**config.mk**
```make
export PLATFORM = sky130hd
export DESIGN_NAME = booth_product_collector
export DESIGN_NICKNAME = d
export VERILOG_FILES = /design/src/rtl/booth_product_collector.sv
export SDC_FILE = /design/constraint.sdc
export NUM_CORES = 1
export LEC_CHECK = 0
export ABC_AREA = 1
export CORE_MARGIN = 2
export CORE_UTILIZATION = 53
export CTS_BUF_LIST = sky130_fd_sc_hd__clkbuf_2
export DETAILED_ROUTE_END_ITERATION = 6
export GPL_TIMING_DRIVEN = 1
export PLACE_DENSITY = 0.81
export SYNTH_ARGS = -nofsm -noshare
export SYNTH_HDL_FRONTEND = slang
export SYNTH_SLANG_ARGS = --single-unit
```
**constraint.sdc**
```tcl
create_clock -name clk_in -period 2.7 [get_ports clk_in]
set_input_delay 0.54 -clock clk_in [delete_from_list [all_inputs] [get_ports clk_in]]
set_output_delay 0.54 -clock clk_in [all_outputs]
set_load 0.02 [all_outputs]
```
**src/rtl/booth_product_collector.sv**
```systemverilog
// booth_product_collector: captures each Booth product into a FWFT FIFO with valid/ready output and optional MAC accumulator
module booth_product_collector #(
  parameter int DEPTH = 4,
  parameter int ACC_W = 40
) (
  input  logic                     clk_in,
  input  logic                     mrst,
  input  logic [31:0]              product,
  input  logic                     prod_done,
  output logic [31:0]              out_data,
  output logic                     out_valid,
  input  logic                     out_ready,
  output logic [$clog2(DEPTH):0]   count,
  output logic                     full,
  output logic                     overrun,
  input  logic                     ovr_clr,
  input  logic                     acc_en,
  input  logic                     acc_clr,
  output logic [ACC_W-1:0]         acc_out,
  output logic                     acc_ovf
);
  localparam int AW = $clog2(DEPTH);
  logic [31:0] mem [DEPTH];
  logic [AW-1:0] wr_ptr, rd_ptr;
  logic done_q, cap, pop, push, drop, add_ovf, acc_cap;
  logic [ACC_W-1:0] ext, sum;
  assign out_valid = count != '0;
  assign full = count == (AW+1)'(DEPTH);
  assign out_data = out_valid ? mem[rd_ptr] : '0;
  always_comb begin
    cap = prod_done & ~done_q;
    pop = out_valid & out_ready;
    push = cap & (~full | pop);
    drop = cap & full & ~pop;
    acc_cap = cap & acc_en;
    ext = {{(ACC_W-32){product[31]}}, product};
    sum = acc_out + ext;
    add_ovf = (acc_out[ACC_W-1] == ext[ACC_W-1]) & (sum[ACC_W-1] != acc_out[ACC_W-1]);
  end
  // done_q resets high so a done level already present at release is not a new product
  always_ff @(posedge clk_in or posedge mrst)
    if (mrst) begin
      done_q  <= 1'b1;
      wr_ptr  <= '0;
      rd_ptr  <= '0;
      count   <= '0;
      overrun <= 1'b0;
      acc_out <= '0;
      acc_ovf <= 1'b0;
    end else begin
      done_q  <= prod_done;
      wr_ptr  <= push ? wr_ptr + 1'b1 : wr_ptr;
      rd_ptr  <= pop ? rd_ptr + 1'b1 : rd_ptr;
      count   <= count + {AW'(0), push} - {AW'(0), pop};
      overrun <= drop | (overrun & ~ovr_clr);
      acc_out <= acc_clr ? (acc_cap ? ext : '0) : (acc_cap ? sum : acc_out);
      acc_ovf <= ~acc_clr & (acc_ovf | (acc_cap & add_ovf));
    end
  always_ff @(posedge clk_in)
    if (push) mem[wr_ptr] <= product;
endmodule
```
# Word-level counts from Yosys, hierarchy flattened
# Memories as Yosys holds them, arrays and structs flattened.
# Index checks and enable logic that the tools add are counted.
# word_totals
input_bits	39
out_inout_bits	79
rom_bits	0
latchBits	0
memories	1
reg_bits	50
ram_bits	128
word_cells	42
# op_classes
order_cmp	0
multipliers	0
mux	6
eq_ne	3
n_bitwise	18
add_sub_neg	5
shifts	0
div_mod_pow	0
n_reduce_logical	2
# memory_table
memory	words	width	read_ports	rd_ports_with_merged_regs	wr	line	source
mem	4	32	1	0	1	23	logic [31:0] mem [DEPTH];
# ops
operator	n
$mux 40	3
$add 40x40->40	1
$mux 32	1
$and 1x1->1	10
$not 1->1	5
$add 2x1->2 const B	2
$add 3x1->3	1
$eq 3x3->1 const B	1
$or 1x1->1	3
$reduce_bool 3->1	1
$sub 3x1->3	1
$mux 1	2
$reduce_bool 2->1	1
$eq 1x1->1	1
$ne 1x1->1	1

# Depth between registers and ports, before layout
# logic_depth
word_depth	6
depth_mapped	16
ltp_nobuf	16

# Least setup slack after synthesis
# Ideal clock, no wire load.
# synth_path
path_type	register to register
from	register count[1]
to	memory mem[0][0], enable pin
t_required_ns	2.279
synth_period_minus_slack_ns	2.816
path_slack_ns	-0.116
setup_time_ns	0.421
stages_incl_launch_ff	6
path_buffers	0
t_arrival_ns	2.394
cell_sequence	dfrtp_1 > or2_2 > nor2_1 > nand2_1 > nand2_2 > nor2_1
# synth_between
elab_chain_len	6
elab_cells_between_ends	8
classes_between	eq/ne: 1; mux: 2; bitwise: 4; reduce/logical: 1
# synth_rtl
element	line	source
from (decl)	13	output logic [$clog2(DEPTH):0] count,
from (signal assigned)	54	count <= count + {AW'(0), push} - {AW'(0), pop};
$eq 3x3->1	28	assign full = count == (AW+1)'(DEPTH);
via full	14	output logic full,
$not 1->1	33	push = cap & (~full | pop);
$or 1x1->1	33	
$and 1x1->1	33	
$mux 1	60	if (push) mem[wr_ptr] <= product;
$mux 1 (not written as such)	60	
to (decl)	23	
# The timed path passes the listed nets, and every way through them passes these cells.

# Worst setup path in the final report
# layout_path
from	register rd_ptr[0]
to	output port out_data[20]
# layout_between
elab_chain_len	2
# layout_rtl
element	line	source
from (decl)	24	logic [AW-1:0] wr_ptr, rd_ptr;
from (signal assigned)	53	rd_ptr <= pop ? rd_ptr + 1'b1 : rd_ptr;
$mem_v2 4x32	--	
$mux 32	29	assign out_data = out_valid ? mem[rd_ptr] : '0;
to (decl)	10	output logic [31:0] out_data,
# No other way between the ends.

==> flow_summary.yaml <==
worst_setup_path:
  crit_required_ps: 2160
  endpoint_kind: "output port"
  critical_path_peak_fanout: 11
  cp.arrival_ps: 2230
  critPathLaunch: "rd_ptr[0]"
  rr_startpoint: "count[1]"
  timing.rr.end: "count[2]"
  worstSetupPathType: "register to output port"
  rrSetupSlack_ps: 210
  start_kind: "register"
  reg2reg_depth: 12
route:
  met3WireLength_mm: 2.56
  highest_layer: "met4"
  vias_per_cell: 5.53
  drc: 0
  wl_met2_mm: 16.4
  wl_met1_mm: 13.5
  avgRoutedWirePerCell_um: 18.6
  firstDrtPassIters: 6
  antenna_left: 0
  initialDrtViolationCount: 1051
  routed_wl_mm: 33.6
  via_count: 9970
status:
  failed_checks: "setup timing"
  status: "finished with violations"
synth:
  synth_nets: 1388
  yosysTopAreaCellShare_pct: 37.0
  synth_ff_type: "edfxtp_1"
  ys_ff_latch: 178
  synth.most_common_cell: "nand2_1"
  yosysWarningCount: 0
  synth_cell_types: 42
  synth_edf_count: 128
  ys_seq_area_share_pct: 49.1
  syn_area_mm2: 0.0104
  synthTopCellsByCount: "nand2_1 (356), nor2_1 (215), inv_1 (152)"
  yosys-top-cells-area: "edfxtp_1 (37%), nand2_1 (13%), dfrtp_1 (12%), nor2_1 (7.8%), inv_1 (5.5%)"
  synth_async_sr_flop_share_pct: 28.1
  yosysTopAreaCell: "edfxtp_1"
  avgSynthCellArea_um2: 7.96
  netlist_instances: 1303
sta:
  clock.fmax_mhz: 361
  fin_skew_ps: 61.8
  period_needed_ps: 2770
  hold_ws_ps: 173
  rsz0062_at_grt: "true"
  slew_headroom_pct: 65.1
  finalCritPeriodShare_pct: 103
  tightestPinTransition_ps: 523
  slew_violations: 0
  fin_ws_ps: -72.0
  hold_violations: 0
  setup_viol: 5
cts:
  clk_path_buf_depth: 2
  htreeDepth: 4
  cts_sinks: 178
  clkTransAtPathRegs_ps: 270
  insertion_delay_ps: 810
  cts_tree: "done"
  numCtsBuffers: 17
  cts_root_buf: "clkbuf_2"
worst_hold_path:
  holdPathEnd: "done_q"
  hold_start: "prod_done"
  hold_path.class: "input port to register"
  hold_depth: 1
placed_design:
  gp_congestion: 0.998
  portBuffers: 117
  dpl.hpwl_mm: 23.3
  postPlaceCellArea_mm2: 0.0126
floorplanning:
  dieArea_mm2: 0.0207
  die_h_um: 144
  core_mm2: 0.0193
  io_pins: 118
  dieWidth_um: 144
  rows: 51
  initial_core_util_pct: 53.7
power_and_ir_drop:
  leakage_nw: 6.23
  vdd_drop_max_mv: 0.378
  powerDensity_mw_per_mm2: 792
job:
  drv_cap: 0
final_layout:
  layout.nets: 1610
  drive_above_1_share_pct: 18.4
  final.fill_count: 1507
  final_area_mm2: 0.0134
  syn2layout_area_growth_pct: 29.2
global_route:
  antenna_found_initial: 1
  grt_use_total_pct: 32.1
  grt_max_degree: 30
  grt_pass1_wl_mm: 50.0
  grt_pass1_vias: 9495
  grt-ovfl-total: 0
## logic make-up after synthesis
kind of cell | Yosys count | share of synthesized area [%]
compound gates | 203 | 10.6
xor+xnor | 5 | 0.422
fa+ha+maj | 46 | 5.69
buf+inv | 198 | 7.42
flops | 178 | 49.1
simple gates | 673 | 26.8
## state kept, by name, indices dropped and copies added, names as in the netlist
register  cells
rd_ptr        2
overrun       1
acc_out      40
mem         128
acc_ovf       1
done_q        1
wr_ptr        2
count         3
## per-stage QoR
| stage | power, W | setup slack, ps | setup TNS [ps] | util (%) | instances |
|---|---|---|---|---|---|
| global route | 0.0111 | -203 | -3030 | 69.4 | 1803 |
| CTS | 0.00955 | -11.4 | -22.1 | 66.8 | 1789 |
| floorplan | 0.00597 | -116 | -14790 | - | 1303 |
| finish | 0.0106 | -72.0 | -148 | 69.4 | 1803 |
| global placement | 0.00782 | -122 | -879 | 65.0 | 1746 |
| detailed placement | 0.00796 | -165 | -1650 | 65.0 | 1746 |
## cell type report
cell class | instances | area (µm²) | share of cell area, %
clock inverter | 12 | 171 | 1.28
timing repair buffer | 236 | 2390 | 17.8
inverter | 165 | 646 | 4.81
sequential | 178 | 5100 | 38.0
clock buffer | 19 | 95.1 | 0.709
multi-input combinational | 927 | 4680 | 34.9
tap | 265 | 332 | 2.47
antenna | 1 | 2.50 | 0.0187
## how the worst max path moves through the flow
stage	cells after the start	slack, ps	end
CTS	6	-10	out_data[17]
finish	7	-70	out_data[20]
detailed placement	16	-170	acc_out[28]
floorplan	5	-120	mem[0][0]
global placement	16	-120	acc_out[28]
global route	7	-200	out_data[20]
## what timing repair did
item / 4_1_cts / 5_1_grt
resized for setup: 167 / 131
cloned: 3 / 7
pin swaps: 7 / 29
buffers inserted: 8 / 6
hold buffers: 1 / 0
hold endpoints to repair: 8 / 0
setup endpoints to repair: 34 / 34
## cell usage in the layout (no fill, tap or decap), types with 29 or more instances in the layout
master / instances
a21oi_1: 66
buf_4: 112
clkdlybuf4s50_1: 83
dfrtp_1: 47
edfxtp_1: 128
ha_1: 44
inv_1: 151
nand2_1: 356
nand3_1: 50
nor2_1: 188
nor2_2: 29
o21ai_1: 61
## report_power, final
part	total (W)	switching, W	internal [W]
logic	0.00563	0.00321	0.00241
clock network	0.00157	0.00102	0.000547
registers	0.00343	0.000173	0.00325
total	0.0106	0.00441	0.00621
## worst max-delay path: stages, from the launching register on
cell and delay (ps):
dfrtp_2 500, buf_8 170, buf_12 140, nor2_1 50, nor2_1 140, o21ai_1 120, a21oi_1 190, buf_4 170
## routing by layer
layer,global-route usage [%],up-vias
met1,41.9,4719
met4,13.6,0
met3,4.33,92
met5,0,-
li1,-,4687
met2,53.9,472
Power figures use the tool's default switching activity.
